--- config.mk ---
export PLATFORM = sky130hd
export DESIGN_NAME = mux_serializer
export DESIGN_NICKNAME = d
export VERILOG_FILES = /design/src/rtl/ser_pkg.sv /design/src/rtl/mux8to1.sv /design/src/rtl/mux_serializer.sv
export SDC_FILE = /design/constraint.sdc
export NUM_CORES = 1
export LEC_CHECK = 0
export CELL_PAD_IN_SITES_DETAIL_PLACEMENT = 1
export CELL_PAD_IN_SITES_GLOBAL_PLACEMENT = 1
export CORE_MARGIN = 2
export CORE_UTILIZATION = 38
export DETAILED_ROUTE_END_ITERATION = 7
export GPL_TIMING_DRIVEN = 1
export PLACE_DENSITY = 0.78
export SYNTH_ARGS = -nofsm -noshare
export SYNTH_HDL_FRONTEND = slang
export SYNTH_SLANG_ARGS = --single-unit
export TNS_END_PERCENT = 30
--- constraint.sdc ---
create_clock -name clk -period 2.23 [get_ports clk]
set_input_delay 0.446 -clock clk [delete_from_list [all_inputs] [get_ports clk]]
set_output_delay 0.446 -clock clk [all_outputs]
set_load 0.02 [all_outputs]
--- src/rtl/ser_pkg.sv ---
// Shared constants, state encodings and helpers for mux_serializer.
// SER_PARITY_EN adds the PARITY state encoding.
package ser_pkg;

   localparam int WORD_W = 8;
   localparam int SEL_W  = $clog2(WORD_W);
   localparam int CNT_W  = 8;

   localparam logic [SEL_W-1:0] SEL_LAST = SEL_W'(WORD_W - 1);

`ifdef SER_PARITY_EN
   typedef enum logic [1:0] {
      IDLE   = 2'd0,
      SHIFT  = 2'd1,
      PARITY = 2'd2
   } ser_state_t;
`else
   typedef enum logic [1:0] {
      IDLE  = 2'd0,
      SHIFT = 2'd1
   } ser_state_t;
`endif

   // Bit-period down-counter reload value: terminal count is zero.
   function automatic logic [CNT_W-1:0] period_load(input int div);
      return CNT_W'(div - 1);
   endfunction

endpackage

--- src/rtl/mux8to1.sv ---
// Plain 8-to-1 bit multiplexer used to pick the current serial bit.
module mux8to1 (
   input  logic [7:0] in,
   input  logic [2:0] sel,
   output logic       out
);

   assign out = in[sel];

endmodule

--- src/rtl/mux_serializer.sv ---
// LSB-first 8-bit serializer, each bit held DIV cycles, with valid/ready input.
// Optional even-parity trailer bit when SER_PARITY_EN is defined.
//
// state  | meaning
// IDLE   | waiting for a word; in_ready=1, outputs quiet, done pulses here
// SHIFT  | driving hold[sel] for DIV cycles per bit, sel 0..7
// PARITY | driving XOR of hold for DIV cycles, sel held at 7
module mux_serializer
   import ser_pkg::*;
#(
   parameter int DIV = 1
) (
   input  logic              clk,
   input  logic              rst,
   input  logic [WORD_W-1:0] in_data,
   input  logic              in_valid,
   output logic              in_ready,
   output logic [SEL_W-1:0]  sel,
   output logic              ser_out,
   output logic              ser_valid,
   output logic              done
);

   localparam logic [CNT_W-1:0] CNT_LOAD = period_load(DIV);

   ser_state_t        r_state, w_state_nxt;
   logic [WORD_W-1:0] r_hold,  w_hold_nxt;
   logic [CNT_W-1:0]  r_cnt,   w_cnt_nxt;
   logic [SEL_W-1:0]  r_sel,   w_sel_nxt;
   logic              r_done,  w_done_nxt;

   logic w_accept;
   logic w_tc;
   logic w_mux_bit;

   // Gated by rst so upstream never sees a handshake during reset.
   assign in_ready = (r_state == IDLE) && !rst;
   assign w_accept = in_valid && in_ready;
   assign w_tc     = (r_cnt == '0);

   mux8to1 u_mux (
      .in  (r_hold),
      .sel (r_sel),
      .out (w_mux_bit)
   );

   always_ff @(posedge clk) begin
      if (rst) begin
         r_state <= IDLE;
         r_hold  <= '0;
         r_cnt   <= '0;
         r_sel   <= '0;
         r_done  <= 1'b0;
      end else begin
         r_state <= w_state_nxt;
         r_hold  <= w_hold_nxt;
         r_cnt   <= w_cnt_nxt;
         r_sel   <= w_sel_nxt;
         r_done  <= w_done_nxt;
      end
   end

   always_comb begin
      w_state_nxt = r_state;
      w_hold_nxt  = r_hold;
      w_cnt_nxt   = r_cnt;
      w_sel_nxt   = r_sel;
      w_done_nxt  = 1'b0;
      case (r_state)
         IDLE: begin
            w_sel_nxt = '0;
            if (w_accept) begin
               w_state_nxt = SHIFT;
               w_hold_nxt  = in_data;
               w_cnt_nxt   = CNT_LOAD;
            end
         end
         SHIFT: begin
            if (!w_tc) begin
               w_cnt_nxt = r_cnt - 1'b1;
            end else if (r_sel != SEL_LAST) begin
               w_sel_nxt = r_sel + 1'b1;
               w_cnt_nxt = CNT_LOAD;
            end else begin
`ifdef SER_PARITY_EN
               w_state_nxt = PARITY;
               w_cnt_nxt   = CNT_LOAD;
`else
               w_state_nxt = IDLE;
               w_sel_nxt   = '0;
               w_done_nxt  = 1'b1;
`endif
            end
         end
`ifdef SER_PARITY_EN
         PARITY: begin
            if (!w_tc) begin
               w_cnt_nxt = r_cnt - 1'b1;
            end else begin
               w_state_nxt = IDLE;
               w_sel_nxt   = '0;
               w_done_nxt  = 1'b1;
            end
         end
`endif
         default: begin
            w_state_nxt = IDLE;
            w_sel_nxt   = '0;
         end
      endcase
   end

   // Parity is muxed after the bit mux so the data path stays untouched.
   always_comb begin
      ser_out   = 1'b0;
      ser_valid = 1'b0;
      case (r_state)
         SHIFT: begin
            ser_out   = w_mux_bit;
            ser_valid = 1'b1;
         end
`ifdef SER_PARITY_EN
         PARITY: begin
            ser_out   = ^r_hold;
            ser_valid = 1'b1;
         end
`endif
         default: begin
            ser_out   = 1'b0;
            ser_valid = 1'b0;
         end
      endcase
   end

   assign sel  = r_sel;
   assign done = r_done;

endmodule

# Yosys cells after proc, flatten, opt, wreduce, memory -nomap -nowiden
# Cells that the tools add are included.
[word_totals] ff_bits=22 word_cells=41 out_inout_bits=7
[classes] n_eq_ne=6 bitwise=2 muxes=14 reduce_logical=11 n_lt_le_gt_ge=1 addsub=2
[op_table] cell="$mux W8" count=3
[op_table] cell="$pmux W8 S2" count=1
[op_table] cell="$logic_not A8 Y1" count=1
[op_table] cell="$sub A8 B1 Y8 const B" count=1
[op_table] cell="$mux W2" count=3
[op_table] cell="$ne A2 B2 Y1 const B" count=3
[op_table] cell="$ne A3 B3 Y1 const B" count=2
[op_table] cell="$reduce_and A3 Y1" count=2
[op_table] cell="$lt A3 B4 Y1 const B" count=1
[op_table] cell="$mux W1" count=4
[op_table] cell="$pmux W2 S2" count=1
[op_table] cell="$add A3 B1 Y3 const B" count=1
[op_table] cell="$bmux W1 S3" count=1
[op_table] cell="$mux W3" count=1
[op_table] cell="$reduce_or A3 Y1" count=1
[op_table] cell="$eq A2 B1 Y1 const B" count=1
[op_table] cell="$logic_and A1 B1 Y1" count=2
[op_table] cell="$logic_not A2 Y1" count=1
[op_table] cell="$not A1 Y1" count=2
[op_table] cell="$reduce_and A2 Y1" count=1
[op_table] cell="$reduce_bool A2 Y1" count=1
[op_table] cell="$reduce_or A2 Y1" count=1
[op_table] cell="$logic_not A1 Y1" count=1

# Longest topological paths before layout
# Gate-level depths: netlist of the first run.
[logic_depth] ltp_word=5 ltp_mapped=8 depth_no_buf=6

# By module
# A second synthesis of the first run with hierarchy kept.
[hier_totals] cells_unflattened=106 hier_area_um2=1006.0
[modules_own_cells] module="mux_serializer" seq_area_each_um2=420.4 instances=1 area_each_um2=942.2 cells_per_inst=103
[modules_own_cells] module="mux8to1" seq_area_each_um2=0.0 instances=1 area_each_um2=63.8 cells_per_inst=3

# Least setup slack after synthesis of the first run
# No wires, ideal clock.
[synth_timing] path_type="reg-to-reg" startpoint="reg r_cnt[0]" endpoint="reg r_sel[0], in the netlist sel[0]" arrival_time_ns=1.868 setup_slack_ns=0.292 setup_time_ns=0.070 stages_incl_launch_ff=9 period_less_slack_ns=1.938 cell_sequence="dfxtp_1 -> inv_1 -> ha_1 -> or4b_1 -> buf_2 -> or2_1 -> buf_6 -> or3_1 -> a21oi_1"
[synth_via] elab_chain_len=1
[synth_rtl] item="from (decl)" line="mux_serializer.sv:28" text="logic [CNT_W-1:0] r_cnt, w_cnt_nxt;"
[synth_rtl] item="from (signal assigned)" line="mux_serializer.sv:57" text="r_cnt <= w_cnt_nxt;"
[synth_rtl] item="$logic_not A8 Y1" line="mux_serializer.sv:39" text="assign w_tc = (r_cnt == '0);"
[synth_rtl] item="to (signal assigned)" line="mux_serializer.sv:58" text="r_sel <= w_sel_nxt;"
[synth_rtl] item="to (decl)" line="mux_serializer.sv:29" text="logic [SEL_W-1:0] r_sel, w_sel_nxt;"
# No other way between the ends.
# A chain may end at the register's enable or synchronous reset.

# Worst setup path after layout of the first run
[layout_timing] startpoint="in rst" endpoint="out in_ready"
[layout_via] elab_chain_len=2
[layout_rtl] item="from (decl)" line="mux_serializer.sv:14" text="input logic rst,"
[layout_rtl] item="$logic_not A1 Y1" line="mux_serializer.sv:37" text="assign in_ready = (r_state == IDLE) && !rst;"
[layout_rtl] item="$logic_and A1 B1 Y1" line="mux_serializer.sv:37"
[layout_rtl] item="to (decl)" line="mux_serializer.sv:17" text="output logic in_ready,"
# No other way between the ends.

==> out/results.ini, run 1 <==
[power]
total_power_mw = 0.888
seqPwrFrac_pct = 48.9
ir_drop_mv = 0.398
power.leakage_nw = 0.523
netSwitchingFraction_pct = 32.2
p_switching_mw = 0.286
cellPowerDensity_mw_per_mm2 = 705
pwr-share-clk_pct = 22.1
pwr-share-comb_pct = 28.9
power.internal_mw = 0.602

[timing]
fin_setup_tns_ps = 0
slew_viol_final = 0
final_hold_viol_count = 0
rsz0062_at_grt = no
relSlewSlack_pct = 71.2
fin_crit_sh_pct = 91.0
setup_violations = 0
fin_crit_ps = 2030
finClkSkew_ps = 0.949
fmax_ghz = 0.493
tightest_slew_ps = 431

[floorplan]
start_util_pct = 40.4
die_area_mm2 = 0.00306
rows = 18
coreArea_mm2 = 0.00248
die_h_um = 55.3
ioPinCount = 18
chipWidth_um = 55.3

[clocking]
ctsHtreeMaxLevel = 1
cts.sinks = 21
insertion_delay_ps = 320
cts_root_buf = clkbuf_4
cts_tree = built
postCtsHoldBufs = 0
clockBufferDepth = 2
cts-buffers-inserted = 3
clk_pin_slew_ps = 130

[setup_path]
arrival_ps = 1580
worstSetupStartpointType = input port
startpoint = rst
critPathMaxFanout = 2
worstSetupEndpointType = output pin
critPathRequiredTime_ps = 1780
r2r_slack_ps = 230
reg2reg_from = r_cnt[0]
worstSetupPathType = input port to output pin

[synthesis]
async_reset_ff_share_pct = 0
yosys_register_bits = 21
yosysWarnings = 0
synth_seq_area_share_pct = 42.1
synth_edf_count = 0
synth.distinct_cells = 31
synth_fp_nets = 119
synthFlopType = dfxtp_1
syn_inst = 105
synth_area_um2 = 1000
avgSynthCellArea_um2 = 9.52

[global_routing]
grt_antenna_before_repair = 0
grt_usage_pct = 17.9
grt_max_degree = 17
grt_pass1_vias = 919
grt_pass1_wl_um = 4300
overflow = 0

[final_layout]
stdcell_area_mm2 = 0.00126
multiInputGateArea_um2 = 537
n_fill_cell = 303
layout-drive-gt1-share_pct = 12.5
regArea_um2 = 424
fin_cells = 158
diodes = 0
synthToLayoutAreaGrowth_pct = 25.9
layout.nets = 143
fin_util_pct = 50.8

[flow_run]
max-cap-violations = 0

[detailed_routing]
wl_um = 2350
dr.pass1.iters = 4
wl_per_cell_um = 14.9
detail-route-antenna-nets = 0
viasPerCell = 5.45
route.vias.total = 861
drc_errors = 0
drt_iter0_drc = 15

[outcome]
status = completed

[placement]
gp_congestion = 0.686
dp.cells = 153
port_buffers = 17
placed_cell_area_mm2 = 0.00122
dpl.hpwl_um = 1810

[hold_path]
hold_path.class = register to register
hold_path.startpoint = r_cnt[6]

-- registers in the layout, summed over array words and instances, names as in the netlist --
| signal | count |
|---|---|
| r_state | 1 |
| r_cnt | 8 |
| sel | 3 |
| done | 1 |
| r_hold | 8 |
-- cells in the final DEF (no fill, tap or decap), types with 2 or more instances in the layout --
cell type | synthesis | routed
nand2b_1 | 2 | 2
nor2b_1 | 2 | 2
buf_4 | 0 | 7
a311oi_1 | 2 | 2
nor2_1 | 15 | 15
mux2i_1 | 11 | 11
o21ai_0 | 5 | 5
nand2_1 | 7 | 7
or3_1 | 4 | 4
nor3_1 | 3 | 3
a21o_1 | 2 | 2
a21oi_1 | 4 | 4
dfxtp_1 | 21 | 20
inv_1 | 4 | 4
ha_1 | 3 | 3
clkbuf_4 | 0 | 3
clkdlybuf4s50_1 | 0 | 16
mux4_2 | 2 | 2
-- power groups by stage --
stage	combinational [mW]	clock (mW)	sequential [mW]
2_1_floorplan	0.187	0	0.440
3_3_place_gp	0.245	0	0.441
3_5_place_dp	0.253	0	0.443
4_1_cts	0.258	0.205	0.434
5_1_grt	0.287	0.218	0.441
6_report	0.257	0.197	0.434
-- metal layers --
metal / vias up / global-route usage, % / routed length, µm
met5: - / 0 / 0
met4: 0 / 8.36 / 39
met3: 4 / 3.04 / 65
met2: 15 / 29.1 / 1120
met1: 421 / 22.9 / 1120
li1: 421 / - / -
-- final cells by class --
type,count,area share [%]
multi-input combinational,75,42.6
sequential,21,33.7
timing repair buffer,24,17.3
tap,30,2.98
clock buffer,3,1.79
inverter,4,1.19
clock inverter,1,0.398
-- cells by family (layout without fill, tap and decap cells) --
family                   Yosys count  count (layout)  share of synthesized area (%)
multiplexers                      13              13                           15.5
AO/OA/AOI/OAI                     19              19                           14.3
adder cells (fa/ha/maj)            3               3                           3.76
flip-flops                        21              21                           42.1
AND/OR/NAND/NOR                   39              39                           19.3
buffers and inverters              9              32                           4.25
XOR/XNOR                           1               1                          0.876
-- synthesized netlist by cell type (2+ instances only) --
| cell | count | area, µm² |
|---|---|---|
| a21o_1 | 2 | 15.0 |
| a21oi_1 | 4 | 20.0 |
| a311oi_1 | 2 | 17.5 |
| clkbuf_1 | 3 | 11.3 |
| dfxtp_1 | 21 | 420 |
| ha_1 | 3 | 37.5 |
| inv_1 | 4 | 15.0 |
| mux2i_1 | 11 | 110 |
| mux4_2 | 2 | 45.0 |
| nand2_1 | 7 | 26.3 |
| nand2b_1 | 2 | 12.5 |
| nor2_1 | 15 | 56.3 |
| nor2b_1 | 2 | 12.5 |
| nor3_1 | 3 | 15.0 |
| o21ai_0 | 5 | 25.0 |
| or3_1 | 4 | 25.0 |
-- stage by stage --
step | hold WS (ps) | setup WS, ps
final | 504 | 201
after floorplan | 443 | 292
after CTS | 504 | 12.4
after global routing | 520 | 63.3
after detailed placement | 475 | 42.0
after global placement | 467 | 104
-- worst max-delay path, cell delays in order --
cell	delay, ps
clkdlybuf4s50_1	420
nor2_1	90
clkdlybuf4s50_1	630
-- worst paths after layout --
kind / to / cells after the start
max: in_ready / 3
min: r_cnt[6] / 1
max reg2reg: sel[0] / 6
min reg2reg: r_cnt[6] / 1
-- what timing repair did --
item                       in CTS  in global routing
pin swaps                       0                  1
resized for setup               3                  2
setup buffers                   1                  0
setup endpoints to repair       1                  3
No activity file was read; power rests on OpenSTA's default activity.
==> run 2: changes to the inputs <==
MAX_ROUTING_LAYER = met4   (was unset)
SYNTH_HIERARCHICAL = 1   (was unset)
==> out/results.ini, run 2 <==
[synthesis]
synth.cells.most_frequent = dfxtp_1 (21), nor2_1 (14), mux2i_1 (8)
synth_fp_nets = 120  ; +0.84%
synth_area_mm2 = 0.00101  ; +0.63%
yosys_register_bits = 21  ; unchanged
synth_seq_area_share_pct = 41.8  ; -0.26 points
synthFlopType = dfxtp_1
yosysTopAreaCellShare_pct = 41.8  ; -0.26 points
post-synth-top-count-cell = dfxtp_1
async_reset_ff_share_pct = 0  ; unchanged
syn_inst = 106  ; +0.95%
synth.top_cells.by_area = dfxtp_1 (42%), mux2i_1 (8.0%), mux4_1 (5.2%), nor2_1 (5.2%), ha_1 (3.7%)
yosys.area.top_type = dfxtp_1
synth.distinct_cells = 36  ; +16%
synth_edf_count = 0  ; unchanged
yosysWarnings = 6  ; +6
avgSynthCellArea_um2 = 9.49  ; -0.32%

[power]
ir_drop_mv = 0.421  ; +5.7%
p_switching_mw = 0.365  ; +28%
seqPwrFrac_pct = 46.5  ; -2.4 points
pwr-share-comb_pct = 35.3  ; +6.4 points
power.internal_mw = 0.654  ; +8.7%
netSwitchingFraction_pct = 35.8  ; +3.6 points
cellPowerDensity_mw_per_mm2 = 800  ; +13%
pwr-share-clk_pct = 18.2  ; -3.9 points
power.leakage_nw = 0.513  ; -2.0%

[final_layout]
fin_cells = 161  ; +1.9%
layout.nets = 146  ; +2.1%
stdcell_area_mm2 = 0.00127  ; +1.3%
layout-drive-gt1-share_pct = 16.0  ; +3.5 points
layout_commonest_cell = dfxtp_1
fin_util_pct = 51.0  ; +0.19 points
layout_common_cells = dfxtp_1 (20), clkdlybuf4s50_1 (16), nor2_1 (14)
synthToLayoutAreaGrowth_pct = 26.7
diodes = 0  ; unchanged

[setup_path]
crit_buf_inv = 1  ; -1
max_stage_delay_ps = 490  ; -140 ps
worstSetupPathType = register to output pin
arrival_ps = 1730  ; +150 ps
cp_slowest_cell = mux4_2
reg2reg_to = r_cnt[5]
reg2reg_from = sel[0]
ff2ff_path_depth = 8  ; +2
critPathMaxFanout = 3  ; +1
crit_path_cell_trace = mux4_2 > mux2_2 > and2_1 > buf_6
worstSetupEndpointType = output pin
r2r_slack_ps = 210  ; -20 ps
critical-path-top-delay-family = multiplexers
worstSetupStartpointType = register
critPathRequiredTime_ps = 1780  ; about the same

[floorplan]
ioPinCount = 18  ; unchanged
coreArea_mm2 = 0.00250  ; +0.91%
rows = 18  ; unchanged
die_h_um = 55.5  ; +0.29%
chipWidth_um = 55.5  ; +0.29%
die_area_mm2 = 0.00307  ; +0.58%
start_util_pct = 40.2  ; -0.11 points

[hold_path]
holdPathEnd = sel[1]
hold_path_depth = 2  ; +1
hold_path.startpoint = sel[1]
hold_path.class = register to register

[global_routing]
gr-usage-met2_pct = 28.6  ; -0.51 points
use_met1_pct = 22.1  ; -0.87 points
grt_max_degree = 12  ; -5
grt_usage_pct = 17.9  ; about the same
grtUsageMet3_pct = 3.75  ; +0.70 points
grt_antenna_before_repair = 0  ; unchanged
grt.busiest_layer = met2
grt_pass1_wl_um = 4180  ; -2.7%
overflow = 0  ; unchanged
grt_pass1_vias = 902  ; -1.8%

[detailed_routing]
dr.pass1.iters = 4  ; unchanged
route.vias.total = 910  ; +5.7%
wl_um = 2580  ; +9.7%
wl_per_cell_um = 16.0  ; +7.7%
viasPerCell = 5.65  ; +3.7%
drc_errors = 0  ; unchanged
detail-route-antenna-nets = 0  ; unchanged
drt_iter0_drc = 9  ; -6

[clocking]
postCtsHoldBufs = 0  ; unchanged
insertion_delay_ps = 300  ; -20 ps
cts-buffers-inserted = 3  ; unchanged
clockBufferDepth = 2  ; unchanged
clk_pin_slew_ps = 120  ; about the same
cts.sinks = 21  ; unchanged
ctsHtreeMaxLevel = 1  ; unchanged
cts_tree = built
cts_root_buf = clkbuf_4

[timing]
fmax_ghz = 0.459  ; -6.8%
final_hold_viol_count = 0  ; unchanged
timing.hold.ws_ps = 518  ; +14.0 ps
relSlewSlack_pct = 66.7  ; -4.5 points
fin_crit_ps = 2180  ; +148 ps
slew_viol_final = 0  ; unchanged
fin_crit_sh_pct = 97.6  ; +6.6 points
tightest_slew_ps = 498  ; +66.8 ps
finClkSkew_ps = 4.14  ; +3.19 ps
setup_violations = 0  ; unchanged
rsz0062_at_grt = no

[placement]
port_buffers = 17  ; unchanged
gp_congestion = 0.783  ; +14%
dpl.hpwl_um = 1990  ; +10%
placed_cell_area_mm2 = 0.00124  ; +1.5%
dp.cells = 156  ; +2.0%

[flow_run]
max-cap-violations = 0  ; unchanged

[outcome]
status = completed

[run 2: cell types whose count changed in the layout (fill, tap and decap cells not counted), sizes merged, moves of 2 or more]
| cell | delta |
|---|---|
| nand3 | +2 |
| o41ai | -2 |
| or3 | -2 |
| mux2i | -3 |
| nor3 | +3 |
| a21oi | +2 |
[run 2: routing by layer]
| metal | vias up | part of all wire [%] |
|---|---|---|
| li1 | 439 | - |
| met1 | 445 | 47 |
| met5 | - | 0 |
| met4 | 0 | 2.6 |
| met3 | 9 | 3.1 |
| met2 | 17 | 47 |
[run 2: worst max path at each step]
stage               startpoint       to  slack, ps  cells after the start
floorplan               sel[0]  ser_out        230                      3
global placement        sel[0]  ser_out        -50                      4
detailed placement      sel[0]  ser_out        -90                      4
CTS                     sel[0]  ser_out         30                      4
global route            sel[0]  ser_out          6                      4
finish                  sel[0]  ser_out         50                      4
[run 2: kinds of logic after synthesis]
| kind of cell | count (synthesis) | share of synthesized area (%) |
|---|---|---|
| DFF | 21 | 41.8 |
| AOI/OAI and AO/OA | 24 | 15.2 |
| adders and majority gates | 3 | 3.73 |
| and+or+nand+nor | 41 | 22.8 |
| muxes | 11 | 14.3 |
| buffers and inverters | 6 | 2.24 |
[run 2: per-stage QoR]
| stage | power [mW] | setup slack, ps | TNS (ps) |
|---|---|---|---|
| 6_report | 1.02 | 53.5 | 0 |
| 3_3_place_gp | 0.816 | -49.6 | -49.6 |
| 3_5_place_dp | 0.834 | -88.8 | -88.8 |
| 2_1_floorplan | 0.725 | 234 | 0 |
| 5_1_grt | 1.08 | 5.64 | 0 |
| 4_1_cts | 1.03 | 28.0 | 0 |
[run 2: layout make-up]
class	count	area, µm²
repair buffers	23	216
flip-flops and latches	21	424
well taps	30	37.5
fillers	293	1220
clock buffers	4	26.3
inverters	4	15.0
multi-input cells	79	556
[run 2: timing repair]
action / 4_1_cts / 5_1_grt
buffers inserted: 1 / 0
resized for setup: 8 / 2
gates cloned: 0 / 0
setup endpoints to repair: 1 / 1
[run 2: power groups by stage]
stage | combinational, mW | clock, mW | sequential, mW
floorplan | 0.253 | 0 | 0.472
global placement | 0.339 | 0 | 0.476
detailed placement | 0.354 | 0 | 0.480
CTS | 0.360 | 0.192 | 0.473
global route | 0.399 | 0.204 | 0.482
finish | 0.360 | 0.186 | 0.474
[run 2: tightest hold or removal path: cells and delay by family, from the launching register on]
family	cells	cell delay [ps]
and+or+nand+nor	1	70
AOI/OAI and AO/OA	1	50
DFF	1	360
